[src/rtl/grom_boot_loader.sv]
// grom_boot_loader
//   Boot loader and RAM-port sequencer for the grom8 system. While a program
//   image streams in (length lo, length hi, then N data bytes), the loader owns
//   the single RAM port and holds the CPU in reset. Once the image is written
//   and a short reset-hold interval has elapsed, the port is handed back to the
//   CPU and its reset is released.
//
// Ports
//   clk, reset        : clock and synchronous active-high reset
//   load_start        : reload request, honoured only while the CPU runs
//   rx_data/rx_valid  : byte stream in; rx_ready marks acceptance
//   cpu_addr, cpu_data_out, cpu_we, cpu_ioreq : CPU side of the RAM port
//   cpu_data_in       : RAM read data returned to the CPU
//   cpu_reset         : registered reset to the CPU
//   mem_addr, mem_data_in, mem_we, mem_data_out : RAM side of the port
//   busy              : high whenever the CPU does not own the port
//   load_done         : one-cycle pulse on entering RUN after a load
module grom_boot_loader #(
  parameter int ADDR_WIDTH    = 12,
  parameter int DATA_WIDTH    = 8,
  parameter int BOOT_ON_RESET = 1,
  parameter int RESET_HOLD    = 2
) (
  input  logic                  clk,
  input  logic                  reset,
  input  logic                  load_start,
  input  logic [DATA_WIDTH-1:0] rx_data,
  input  logic                  rx_valid,
  output logic                  rx_ready,
  input  logic [ADDR_WIDTH-1:0] cpu_addr,
  input  logic [DATA_WIDTH-1:0] cpu_data_out,
  input  logic                  cpu_we,
  input  logic                  cpu_ioreq,
  output logic [DATA_WIDTH-1:0] cpu_data_in,
  output logic                  cpu_reset,
  output logic [ADDR_WIDTH-1:0] mem_addr,
  output logic [DATA_WIDTH-1:0] mem_data_in,
  output logic                  mem_we,
  input  logic [DATA_WIDTH-1:0] mem_data_out,
  output logic                  busy,
  output logic                  load_done
);

  localparam int CNT_W  = ADDR_WIDTH + 1;
  localparam int HOLD_W = (RESET_HOLD < 2) ? 1 : $clog2(RESET_HOLD);
  localparam logic [CNT_W-1:0]  MAX_LEN   = CNT_W'(1) << ADDR_WIDTH;
  localparam logic [HOLD_W-1:0] HOLD_LAST = HOLD_W'(RESET_HOLD - 1);

  typedef enum logic [2:0] {
    LEN_LO  = 3'd0,
    LEN_HI  = 3'd1,
    DATA    = 3'd2,
    RELEASE = 3'd3,
    RUN     = 3'd4
  } state_t;

  state_t                state, state_d;
  logic [HOLD_W-1:0]     hold;
  logic [CNT_W-1:0]      cnt;
  logic [CNT_W-1:0]      cnt_inc;
  logic [CNT_W-1:0]      len;
  logic [CNT_W-1:0]      len_req;
  logic [DATA_WIDTH-1:0] len_lo;
  logic [2*DATA_WIDTH-1:0] len_raw;
  logic                  unused_len_bits;
  logic                  boot_req;   // first RELEASE after reset branches to LEN_LO
  logic                  from_load;  // current RELEASE was entered from a header/data load
  logic                  xfer;

  // Lengths beyond the RAM size are clamped so addresses never wrap.
  function automatic logic [CNT_W-1:0] sat_len(input logic [CNT_W-1:0] n);
    return (n > MAX_LEN) ? MAX_LEN : n;
  endfunction

  assign len_raw         = {rx_data, len_lo};
  assign unused_len_bits = ^len_raw[2*DATA_WIDTH-1:CNT_W];
  assign len_req         = sat_len(len_raw[CNT_W-1:0]);
  assign cnt_inc         = cnt + CNT_W'(1);

  assign rx_ready    = (state == LEN_LO) || (state == LEN_HI) || (state == DATA);
  assign xfer        = rx_valid & rx_ready;
  assign busy        = (state != RUN);
  assign cpu_data_in = mem_data_out;

  always_comb begin
    state_d = state;
    case (state)
      LEN_LO:  if (xfer) state_d = LEN_HI;
      LEN_HI:  if (xfer) state_d = (len_req == '0) ? RELEASE : DATA;
      DATA:    if (xfer && (cnt_inc == len)) state_d = RELEASE;
      RELEASE: begin
        if (boot_req)                state_d = LEN_LO;
        else if (hold == HOLD_LAST)  state_d = RUN;
      end
      RUN:     if (load_start) state_d = LEN_LO;
      default: state_d = RELEASE;
    endcase
  end

  // RAM port ownership: CPU in RUN, loader otherwise.
  always_comb begin
    mem_addr    = cnt[ADDR_WIDTH-1:0];
    mem_data_in = rx_data;
    mem_we      = rx_valid & (state == DATA);
    if (state == RUN) begin
      mem_addr    = cpu_addr;
      mem_data_in = cpu_data_out;
      mem_we      = cpu_we & ~cpu_ioreq;
    end
  end

  // Control registers: state, counters, CPU reset and done pulse.
  always_ff @(posedge clk) begin
    if (reset) begin
      state     <= RELEASE;
      hold      <= '0;
      cnt       <= '0;
      cpu_reset <= 1'b1;
      load_done <= 1'b0;
      boot_req  <= (BOOT_ON_RESET != 0);
      from_load <= 1'b0;
    end else begin
      state     <= state_d;
      cpu_reset <= (state_d != RUN);
      load_done <= (state == RELEASE) && (state_d == RUN) && from_load;
      boot_req  <= 1'b0;
      hold      <= ((state == RELEASE) && (state_d == RELEASE)) ? hold + HOLD_W'(1) : '0;
      if (state == LEN_HI && xfer)    from_load <= 1'b1;
      else if (state_d == RUN)        from_load <= 1'b0;
      if (state == LEN_HI && xfer)    cnt <= '0;
      else if (state == DATA && xfer) cnt <= cnt_inc;
    end
  end

  // Header capture: length bytes only, no reset needed.
  always_ff @(posedge clk) begin
    if (state == LEN_LO && xfer) len_lo <= rx_data;
    if (state == LEN_HI && xfer) len    <= len_req;
  end

endmodule

[config.mk]
export PLATFORM = sky130hd
export DESIGN_NAME = grom_boot_loader
export DESIGN_NICKNAME = d
export VERILOG_FILES = /design/src/rtl/grom_boot_loader.sv
export SDC_FILE = /design/constraint.sdc
export NUM_CORES = 1
export LEC_CHECK = 0
export ABC_AREA = 1
export BUFFER_PORTS_ARGS = -buffer_cell sky130_fd_sc_hd__clkbuf_2
export CAP_MARGIN = 20
export CELL_PAD_IN_SITES_DETAIL_PLACEMENT = 0
export CELL_PAD_IN_SITES_GLOBAL_PLACEMENT = 2
export CORE_MARGIN = 3
export CORE_UTILIZATION = 29
export DETAILED_ROUTE_END_ITERATION = 10
export PLACE_DENSITY_LB_ADDON = 0.15
export SYNTH_ARGS = -nofsm -noshare
export SYNTH_HDL_FRONTEND = slang
export SYNTH_SLANG_ARGS = --single-unit
export TNS_END_PERCENT = 30
[constraint.sdc]
create_clock -name clk -period 4 [get_ports clk]
set_clock_uncertainty 0.1 [all_clocks]
set_input_delay 0.8 -clock clk [delete_from_list [all_inputs] [get_ports clk]]
set_output_delay 0.8 -clock clk [all_outputs]
set_load 0.05 [all_outputs]
* After elaboration in Yosys (flattened, before gate mapping)
Cells that the tools add are included.
Cells by class: reduce and logical (&&, ||, !) cells 14, bitwise gates (word level) 5, order comparisons 1, muxes and demuxes 15, eq/ne operators 9, add/sub/neg operators 2
Operator list (number):
- $mux 3 | 6
- $pmux 3 s5 | 1
- $add 13x1->13 const B | 1
- $eq 13x13->1 | 1
- $gt 13x13->1 const B | 1
- $logic_not 13->1 | 1
- $mux 13 | 1
- $mux 12 | 1
- $eq 3x2->1 const B | 3
- $mux 8 | 1
- $logic_and 1x1->1 | 7
- $eq 3x3->1 const B | 2
- $ne 3x3->1 const B | 2
- $mux 1 | 5
- $reduce_or 2->1 | 2
- $and 1x1->1 | 3
- $eq 3x1->1 const B | 1
- $logic_not 3->1 | 1
- $logic_or 1x1->1 | 2
- $not 1->1 | 2
- $reduce_bool 2->1 | 1
- $add 1x1->1 const B | 1
Word-level totals: word-level logic and storage cells 55, output and inout port bits 33, register bits after elaboration 42, bits of input ports 42

* Logic depth before layout (Yosys ltp)
depth after elaboration 11, mapped depth 13, depth with buffers taken out 13

* Worst setup path after synthesis
Ideal clock, no wire load.
path type register -> output, start register state[1], end output mem_we, slack 1.058 ns, stages on the path, launching flop included 6, data arrival time 2.042 ns, cell sequence dfxtp_1 nor2_1 inv_2 nor2_8 inv_2 o31ai_1
On the way: cells in the longest elaborated chain, start to end 3, elaborated cells on any way between the ends 4
Ends and longest elaborated chain:
- start: declaration | RTL line 57 | state_t state, state_d;
- start signal: assignment | RTL line 123 | state <= state_d;
- $eq 3x2->1 | RTL line 104 | mem_we = rx_valid & (state == DATA);
- $and 1x1->1 | RTL line 104
- $mux 1 * | RTL line 105 | if (state == RUN) begin
- end: declaration | RTL line 38 | output logic mem_we,
Mark *: on every way between the ends. The rest lies on a longest branch, timed or not.

* Worst setup path in the final report
start input rx_valid, end output mem_we
On the way: cells in the longest elaborated chain, start to end 2
Ends and longest elaborated chain:
- start: declaration | RTL line 28 | input logic rx_valid,
- $and 1x1->1 | RTL line 104
- $mux 1 | RTL line 105
Every way passes these cells.

==> results by group <==
Run status
  • Status: complete, no violations

Cells and area
  • Final net count: 436
  • Layout area overhead: 17.67%
  • Share of layout cells above drive strength 1: 0.2234
  • Antenna Cells: 0
  • Most frequent cells in the layout: nand2_1, clkbuf_2, inv_1
  • Register Area: 1051 um2
  • Area of the multi-input gates: 1074 um2
  • Commonest non-fill, non-tap cell in the layout: nand2_1
  • Cell area after layout: 2858 um2
  • Filler cell count: 872

Floorplanning
  • Die Wd: 97.51 um
  • Rows: 32
  • Ports: 75
  • DIE AREA: 9508 um2
  • Initial core utilization: 0.3063
  • Core area: 7928 um2
  • Die extent in y: 97.51 um

Clocking
  • Root buffer cell: clkbuf_8
  • Hold buffer count at cts: 0
  • CTS tree: built
  • Number of CTS-inserted buffers: 5
  • Clk sinks: 42
  • Post-CTS setup buffer count: 0
  • PostCTS Resize Cnt: 0
  • Clk_lat worst skew: 0.29 ns
  • Clk slew on worst S/H paths: 0.08 ns
  • H-tree depth: 2
  • Maximum clock path buffer count: 2

Yosys
  • Asr flop ratio synth: 0
  • #FFs+latches synth: 42
  • Syn nets: 385
  • Post-Syn Instances: 342
  • Sequential-to-total area share from yosys stat: 0.4328
  • Syn Area/Cell: 7.101 um2
  • Post-synth EDFFs: 21
  • Synthesis Warnings: 0
  • Unique cell type count in the Yosys netlist: 31
  • Netlist Area Pre-Place: 2429 um2
  • Most common flop cell mapped by yosys: edfxtp_1

STA
  • RSZ-0062 raised after global routing: no
  • Minimum clock period: 2.909 ns
  • Setup TNS: 0 ns
  • Hold Worst Slack: 0.3449 ns
  • Max Freq: 343.7 MHz
  • Worst Tran Pin Value: 0.6466 ns
  • Max-slew violation count: 0
  • Rel. slew slack: 0.5673
  • Fin. Hold Viols: 0
  • Final Setup Violations: 0
  • Period utilization: 0.7273

Pwr
  • Combinational Power Share: 0.221
  • Sw frac: 0.3337
  • VDD IR max: 125.1 uV
  • P_int: 0.0006594 W
  • Sw Pwr: 0.0003303 W
  • Clk network pwr share: 0.278
  • Leak pwr: 1.331 nW
  • PwrDens: 346.3 nW/um2
  • Sequential share of power: 0.501

Global routing
  • GRT Util Overall: 0.1245
  • Largest net degree at the start of global routing: 37
  • Initial antenna violation count: 0
  • GRT Residual Overflow: 0
  • Number of global-route vias before repair: 2002
  • First-pass GRT wire length: 9577 um

Drt
  • Routed wire per std cell: 11.90 um
  • Via density per instance: 4.300
  • Drt total wl: 5903 um
  • Residual DRC: 0
  • Routed vias: 2133
  • Antenna-violating nets left: 0
  • Detailed router's first-iteration violation count: 71
  • Detailed Routing Iterations Pass 1: 4

Worst setup path
  • CP delay by family, top: buffers and inverters
  • Worst r2r src: cnt[1]$_SDFFE_PP0P_
  • Levels on crit path: 6
  • CP Capture Type: output pin
  • Slowest Stage Delay on Critical Path: 0.33 ns
  • Worst Setup SP: rx_valid
  • Cells on worst reg2reg path: 12
  • Startpoint types: input port
  • CP most frequent cell: clkbuf_2
  • Crit path DAT: 2.01 ns
  • Critical-path top delay cell: nor2_4
  • Critical Path RT: 3.10 ns
  • Flop2flop setup slack: 2.02 ns
  • Crit path to: mem_we
  • CP Buf/Inv Count: 3
  • Kind of critical path: input port to output pin
  • Critical path, cell by cell: clkbuf_2, nand2_1, nor2_4, inv_1, o31ai_1, clkbuf_2
  • Reg2reg end: state[0]$_SDFF_PP1_
  • Max Fanout on Critical Path: 18

Placed design
  • Placed Area: 2768 um2
  • # port buffers: 58
  • HPWL after DPL: 4737 um
  • GPL Wtd Cong: 0.7315

Job
  • Max-Cap Viols: 0

Hold path
  • Hold Crit Class: flop to flop
## final cells by class
cell class,instances,share of cell area
Sequential cell,42,0.3678
Inverter,56,0.07356
Multi-Input combinational cell,228,0.3757
Clock buffer,5,0.02408
Tap cell,102,0.04466
Timing Repair Buffer,60,0.1068
Clock inverter,3,0.007443
## power groups by stage
stage	clock network, W	logic (W)	registers (W)
finish	0.000275	0.000219	0.000495
CTS	0.000288	0.000223	0.000496
global route	0.000302	0.000244	0.000500
floorplan	0	0.000186	0.000500
global placement	0	0.000222	0.000506
detailed placement	0	0.000222	0.000506
## kinds of logic after synthesis
family | count (synthesis) | share of synthesized area
flip-flops | 42 | 0.4328
XOR/XNOR | 1 | 0.003607
AO/OA/AOI/OAI | 49 | 0.1113
buffers and inverters | 72 | 0.1252
AND/OR/NAND/NOR | 177 | 0.3220
adder cells (fa/ha/maj) | 1 | 0.005151
## tightest hold or removal path: cells and delay by family, from the launching register on
| kind | cells | cell delay, ns |
|---|---|---|
| simple gates | 2 | 0.10 |
| flops | 1 | 0.32 |
## per-stage QoR
step	util	instances	power (W)	setup WS, ns
after global routing	0.3605	496	0.001045	0.8670
after floorplan	-	342	0.0006851	1.058
final	0.3605	496	0.0009897	1.091
after detailed placement	0.3491	488	0.0007276	1.052
after CTS	0.3605	496	0.001007	1.052
after global placement	0.3491	488	0.0007284	1.074
## synthesized netlist by cell type (4+ instances only)
library cell,n,area share
o21ai_0,27,0.056
buf_4,8,0.025
inv_1,49,0.076
inv_2,7,0.011
a21oi_1,14,0.029
nor2_1,31,0.048
nand2_2,5,0.013
dfxtp_1,21,0.17
nand3_1,24,0.049
clkbuf_1,4,0.0062
nand4_1,5,0.013
nand2_1,99,0.15
edfxtp_1,21,0.26
## worst min-delay path by stage
| stage | start | slack [ns] | depth (start not counted) | endpoint |
|---|---|---|---|---|
| after floorplan | from_load$_SDFFE_PP0P_ | 0.32 | 2 | load_done$_SDFF_PP0_ |
| after global placement | from_load$_SDFFE_PP0P_ | 0.34 | 2 | load_done$_SDFF_PP0_ |
| after detailed placement | from_load$_SDFFE_PP0P_ | 0.33 | 2 | load_done$_SDFF_PP0_ |
| after CTS | from_load$_SDFFE_PP0P_ | 0.35 | 2 | load_done$_SDFF_PP0_ |
| after global routing | from_load$_SDFFE_PP0P_ | 0.37 | 2 | load_done$_SDFF_PP0_ |
| final | from_load$_SDFFE_PP0P_ | 0.34 | 2 | load_done$_SDFF_PP0_ |
## metal layers
metal  track usage  vias up  wire, um
li1              -     1186         -
met1        0.1655      883      2875
met2        0.2077       58      2692
met3       0.02082        6       269
met4       0.03514        0        65
met5             0        -         0
## sequential cells by signal, summed over array words and instances (netlist names)
name	flops
cnt	13
from_load	1
load_done	1
cpu_reset	1
len	13
boot_req	1
state	3
len_lo	8
hold	1
Power figures use the tool's default switching activity.
